$ cat config.mk
export PLATFORM = sky130hd
export DESIGN_NAME = transpose_buffer_flat
export DESIGN_NICKNAME = d
export VERILOG_FILES = /design/src/rtl/transpose_buffer_if.sv /design/src/rtl/transpose_buffer.sv /design/src/flat_wrapper.sv
export SDC_FILE = /design/constraint.sdc
export NUM_CORES = 2
export LEC_CHECK = 0
export CORE_ASPECT_RATIO = 1.75
export CORE_MARGIN = 1
export CORE_UTILIZATION = 40
export CTS_CLUSTER_DIAMETER = 30
export DETAILED_ROUTE_END_ITERATION = 7
export HOLD_SLACK_MARGIN = 0.08
export PLACE_DENSITY = 0.55
export SLEW_MARGIN = 10
export SYNTH_ARGS = -nofsm -noshare
export SYNTH_HDL_FRONTEND = slang
export SYNTH_SLANG_ARGS = --single-unit
$ cat constraint.sdc
create_clock -name clk -period 1.9 [get_ports clk]
set_input_delay 0.285 -clock clk [delete_from_list [all_inputs] [get_ports clk]]
set_output_delay 0.285 -clock clk [all_outputs]
set_load 0.02 [all_outputs]
$ cat src/rtl/transpose_buffer_if.sv
// Bus between the 2-D DCT control/datapath and the 8x8 transpose buffer.
// master = control side, slave = buffer side.
interface transpose_buffer_if #(
   parameter int W = 16
);
   localparam int N = 8;

   logic           enable_write;
   logic           enable_read;
   logic           direction;
   logic [2:0]     counter;
   logic [N*W-1:0] din;
   logic [N*W-1:0] dout;
   logic           dout_valid;

   modport master (
      output enable_write,
      output enable_read,
      output direction,
      output counter,
      output din,
      input  dout,
      input  dout_valid
   );

   modport slave (
      input  enable_write,
      input  enable_read,
      input  direction,
      input  counter,
      input  din,
      output dout,
      output dout_valid
   );
endinterface

$ cat src/rtl/transpose_buffer.sv
// 8x8 transpose memory between the H and V 1-D DCT2 passes.
// Define TRANSPOSE_OUT_REG_EN for a second output register stage (latency 2).
module transpose_buffer #(
   parameter int W = 16
) (
   input  logic                clk,
   input  logic                reset_n,
   transpose_buffer_if.slave   bus
);
   localparam int N = 8;

   logic [W-1:0]   mem_q [N][N];
   logic [W-1:0]   mem_d [N][N];
   logic [N*W-1:0] rd_row;
   logic [N*W-1:0] rd_col;
   logic [N*W-1:0] dout_d;
   logic [N*W-1:0] dout_q;
   logic           dout_valid_d;
   logic           dout_valid_q;

   always_comb begin
      rd_row = '0;
      rd_col = '0;
      for (int k = 0; k < N; k++) begin
         rd_row[k*W +: W] = mem_q[bus.counter][k];
         rd_col[k*W +: W] = mem_q[k][bus.counter];
      end
   end

   // Reads see mem_q, so a same-cycle write is visible only from the next read.
   always_comb begin
      mem_d = mem_q;
      if (bus.enable_write) begin
         for (int k = 0; k < N; k++) begin
            mem_d[bus.counter][k] = bus.din[k*W +: W];
         end
      end
   end

   always_comb begin
      dout_d = dout_q;
      if (bus.enable_read) begin
         dout_d = bus.direction ? rd_row : rd_col;
      end
      dout_valid_d = bus.enable_read & ~bus.direction;
   end

   always_ff @(posedge clk or negedge reset_n) begin
      if (!reset_n) begin
         for (int r = 0; r < N; r++) begin
            for (int c = 0; c < N; c++) begin
               mem_q[r][c] <= '0;
            end
         end
         dout_q       <= '0;
         dout_valid_q <= 1'b0;
      end else begin
         mem_q        <= mem_d;
         dout_q       <= dout_d;
         dout_valid_q <= dout_valid_d;
      end
   end

`ifdef TRANSPOSE_OUT_REG_EN
   logic           rd_d;
   logic           rd_q;
   logic [N*W-1:0] dout2_d;
   logic [N*W-1:0] dout2_q;
   logic           dout_valid2_d;
   logic           dout_valid2_q;

   // Stage 2 only reloads when stage 1 took a read, so both stages hold.
   always_comb begin
      rd_d          = bus.enable_read;
      dout2_d       = rd_q ? dout_q : dout2_q;
      dout_valid2_d = dout_valid_q;
   end

   always_ff @(posedge clk or negedge reset_n) begin
      if (!reset_n) begin
         rd_q          <= 1'b0;
         dout2_q       <= '0;
         dout_valid2_q <= 1'b0;
      end else begin
         rd_q          <= rd_d;
         dout2_q       <= dout2_d;
         dout_valid2_q <= dout_valid2_d;
      end
   end

   assign bus.dout       = dout2_q;
   assign bus.dout_valid = dout_valid2_q;
`else
   assign bus.dout       = dout_q;
   assign bus.dout_valid = dout_valid_q;
`endif
endmodule
$ cat src/flat_wrapper.sv
// flat-port wrapper written by rule: the top's interface ports become plain ports
module transpose_buffer_flat 
#(
   parameter int W = 16
)
  (clk, reset_n, bus_enable_write, bus_enable_read, bus_direction, bus_counter, bus_din, bus_dout, bus_dout_valid);
  transpose_buffer_if #(.W(W)) bus_i ();
  input  logic clk;
  input  logic reset_n;
  input wire logic [$bits(bus_i.enable_write)-1:0] bus_enable_write;
  input wire logic [$bits(bus_i.enable_read)-1:0] bus_enable_read;
  input wire logic [$bits(bus_i.direction)-1:0] bus_direction;
  input wire logic [$bits(bus_i.counter)-1:0] bus_counter;
  input wire logic [$bits(bus_i.din)-1:0] bus_din;
  output wire logic [$bits(bus_i.dout)-1:0] bus_dout;
  output wire logic [$bits(bus_i.dout_valid)-1:0] bus_dout_valid;
  assign bus_i.enable_write = bus_enable_write;
  assign bus_i.enable_read = bus_enable_read;
  assign bus_i.direction = bus_direction;
  assign bus_i.counter = bus_counter;
  assign bus_i.din = bus_din;
  assign bus_dout = bus_i.dout;
  assign bus_dout_valid = bus_i.dout_valid;
  transpose_buffer #(.W(W)) u_core (.clk(clk), .reset_n(reset_n), .bus(bus_i));
endmodule
# ---- Yosys cells after proc, flatten, opt, wreduce, memory -nomap -nowiden
# Cells that the tools add are included.
dict set report totals {
  ff_bits 1153
  in_bits 136
  output_inout_bits 129
  elab_cells 124
}
dict set report classes {
  n_lt_le_gt_ge 2
  n_mux 52
  n_bitwise 3
  reduce_logical 1
}
# operator count
set ops {}
lappend ops {{1024-bit bitwise mux} 8}
lappend ops {{128-bit demux with 3-bit select} 8}
lappend ops {{128-bit two-way mux} 4}
lappend ops {{128-bit binary-select mux with 3-bit select} 1}
lappend ops {{16-bit binary-select mux with 3-bit select} 8}
lappend ops {{16-bit two-way mux} 17}
lappend ops {{112-bit two-way mux} 1}
lappend ops {{96-bit two-way mux} 1}
lappend ops {{80-bit two-way mux} 1}
lappend ops {{64-bit two-way mux} 1}
lappend ops {{48-bit two-way mux} 1}
lappend ops {{32-bit two-way mux} 1}
lappend ops {{4-bit >= comparator, second input constant} 1}
lappend ops {{4-bit by 1-bit less-than comparator with 1-bit output, second input constant} 1}
lappend ops {{3-bit inverter with 4-bit output} 1}
lappend ops {{1-bit AND} 1}
lappend ops {{1-bit logical AND} 1}
lappend ops {{1-bit inverter} 1}

# ---- Depth between registers and ports, before layout
dict set report logic_depth {
  word_depth 13
  ltp_mapped 9
}

# ---- Least setup slack after synthesis
# OpenSTA, ideal clock, no wires.
dict set report synth_path {
  path_type {input to register}
  startpoint {input bus_direction}
  endpoint {register u_core.dout_q[54], in the netlist u_core.bus.dout[54]}
  setup_ns 0.126
  t_arrival_ns 1.713
  t_required_ns 1.774
  slack_ns 0.061
  cell_stages 6
  path_cell_list {buf_2 > buf_4 > buf_2 > mux4_2 > a211oi_1 > nor3_1}
}
dict set report synth_between {
  elab_chain_len 1
}
# item line_no
set synth_rtl {}
lappend synth_rtl {{start, declared} flat_wrapper.sv:12} ;# input wire logic [$bits(bus_i.direction)-1:0] bus_direction;
lappend synth_rtl {{128-bit two-way mux} transpose_buffer.sv:43} ;# dout_d = bus.direction ? rd_row : rd_col;
lappend synth_rtl {{end signal, assigned} transpose_buffer.sv:59} ;# dout_q <= dout_d;
lappend synth_rtl {{end, declared} transpose_buffer.sv:17} ;# logic [N*W-1:0] dout_q;
# Every way passes these cells.
# A chain may end at the register's enable or synchronous reset.

# ---- Worst setup path in the final report
dict set report layout_path {
  startpoint {register u_core.dout_q[74], in the netlist u_core.bus.dout[74]}
  endpoint {output bus_dout[74]}
}
# item line_no
set layout_rtl {}
lappend layout_rtl {{end, declared} flat_wrapper.sv:15} ;# output wire logic [$bits(bus_i.dout)-1:0] bus_dout;
# No word-level cell between the ends.

==> flow_summary.ini <==
[layout]
final_nets = 4578
synthToLayoutAreaGrowth_pct = 25.4
drive_gt1_share_pct = 47.9

[logic_synthesis]
ys_seq_area_share_pct = 50.7
synth_cells = 3908
ys.flop_type = dfrtp_1
synth_cell_types = 31
ys.warnings.count = 0
syn_nets = 4044
synth.most_common_cell = dfrtp_1
syn_area_um2 = 56900
synth_area_leader_cell = dfrtp_1
synth_edf_count = 0
yosys-top-cells-area = dfrtp_1 (51%), mux2_2 (21%), mux4_2 (14%)
async_reset_ff_share_pct = 100
synth_top_area_share_pct = 50.7
syn_area_per_cell_um2 = 14.6
postSynthRegisterBits = 1153
synth_commonest_cells = dfrtp_1 (1153), mux2_2 (1077), mux4_2 (349), mux2i_1 (212), buf_2 (209)

[pwr]
power.leakage_nw = 29.9
p_per_area_nw_per_um2 = 1210
ir_drop_v = 0.000904

[global_routing]
grt_remaining_overflow = 0
grtUsageTotal_pct = 24.3
antenna_found_initial = 9
grt_max_degree = 83
grt_pass1_wl_um = 262000
grt_pass1_vias = 39600

[sta]
clock.fmax_mhz = 538
clock_skew_ns = 0.0324
worst_slack_ns = 0.0411
final-hold-violation-count = 0
finalSetupViolations = 0
slew_headroom_pct = 57.9
period_share_pct = 97.8
worstMarginPinSlew_ns = 0.630
drv_slew = 0
period_minus_slack_ns = 1.86
rsz0062_at_grt = no
hold_ws_ns = 0.153

[min_path]
min_path_type = input pin to flip-flop

[detailed_routing]
via_count = 37400
drc = 0
routed_wl_um = 172000
wire_per_inst_um = 26.7
drt_iter0_drc = 2200
drtPass1Iterations = 5
via_per_inst = 5.81
drtAntennaViolNets = 0

[clock_network]
path_clk_slew_ns = 0.06
cts_num_sinks = 1153
clockBufferDepth = 3
clock_latency_ns = 0.80
cts_tree = done
htreeDepth = 4
cts_buffers = 184
cts-root-buf = clkbuf_16

[placement]
dpl_worst_slack_ns = -0.704
portBuffers = 264
gp_congestion = 0.821
hpwl_um = 120000

[run]
cap_violations = 0

[setup_path]
path_cells = dlygate4sd2_1
crit_required_ns = 1.62
cp_max_fo = 2
crit_slowest_cell = dfrtp_1
criticalPathCategory = flip-flop to output port
max_stage_delay_ns = 0.43
cp_data_arrival_time_ns = 1.57
critPathLaunchType = flip-flop
crit_family = flip-flops
worst-path-buf-inv = 1
critPathCaptureType = output port

[floorplanning]
core_area_um2 = 141000
dieArea_um2 = 144000
die_y_um = 501
rows = 182
ioPinCount = 265
start_util_pct = 40.4
die_w_um = 287

[status]
status = complete, no violations
## sequential cells by signal, indices dropped and copies added (netlist names)
name	flops
u_core.mem_q	1024
u_core.bus.dout	128
u_core.bus.dout_valid	1
## placed cells by master, fill, tap and decap left out, drive strengths merged
cell type	Yosys	final
a2111oi	2	2
a211oi	66	66
a21oi	141	141
a221o	2	2
and2	1	1
buf	256	416
bufinv	0	27
clkbuf	75	224
clkdlybuf4s15	0	32
clkdlybuf4s50	0	130
clkinv	0	47
clkinvlp	0	20
dfrtp	1153	1153
diode	0	1
dlygate4sd2	0	96
dlygate4sd3	0	4
inv	2	29
mux2	1077	1077
mux2i	212	212
mux4	349	349
nand2	97	97
nand2b	19	19
nand4	2	2
nand4b	2	2
nor2	112	112
nor2b	3	3
nor3	64	64
nor3b	2	2
o211ai	46	46
o21ai	47	47
o221ai	32	32
o22ai	129	129
o32ai	1	1
or2	16	16
## per-stage QoR
step,power [W],instances,utilization [%],cell area [um2],setup TNS [ns]
after floorplan,0.0442,3908,-,56900,0
after detailed placement,0.0518,6092,46.0,64900,-384.82
after CTS,0.0873,6440,50.6,71400,0
final,0.0865,6441,50.6,71400,0
after global routing,0.0901,6441,50.6,71400,0
after global placement,0.0513,6092,46.0,64900,-377.54
## final cells by class
type | count | area [um2]
fillers | 12000 | 69600
flip-flops and latches | 1153 | 28900
multi-input cells | 2422 | 26500
repair buffers | 679 | 7180
clock buffers | 223 | 4950
well taps | 1840 | 2300
clock inverters | 121 | 1620
inverters | 2 | 10.0
diodes | 1 | 2.50
## power breakdown
part           switching, W  total (W)  internal, W  leakage [nW]
Clock                0.0129     0.0354       0.0225          3.17
Sequential          0.00429     0.0343       0.0300          13.8
Combinational       0.00707     0.0168      0.00968          13.0
Total                0.0243     0.0865       0.0622          29.9
## cell families (layout without fill, tap and decap cells)
kind of cell    after synthesis  after routing  share of synthesized area (%)
mux                        1638           1638                           38.8
other cells                   0              1                              0
simple gates                318            318                           2.45
compound gates              466            466                           5.12
buf+inv                     333           1025                           2.94
flops                      1153           1153                           50.7
## path summary, 6_finish.rpt
kind | from | endpoint | slack, ns | depth (start not counted)
min reg2reg | u_core.mem_q[865] | u_core.mem_q[865] | 0.50 | 1
max in group asynchronous | reset_n | u_core.mem_q[841] | 0.43 | 3
min | bus_counter[2] | u_core.bus.dout[6] | 0.15 | 4
max | u_core.bus.dout[74] | bus_dout[74] | 0.04 | 1
max reg2reg | u_core.mem_q[904] | u_core.bus.dout[8] | 0.27 | 4
min in group asynchronous | reset_n | u_core.mem_q[862] | 0.38 | 3
## layer usage
layer / wire length [um] / track usage, %
met5: 70 / 0
met4: 3750 / 6.74
met3: 8310 / 4.52
met2: 80500 / 37.5
met1: 79500 / 34.9
## timing repair
item	4_1_cts	5_1_grt
setup endpoints to repair	129	2
pin swaps	0	0
gates resized for setup	173	2
hold buffers	4	0
buffers inserted	0	0
hold endpoints to repair	1021	0
(Power assumes the default switching activity.)
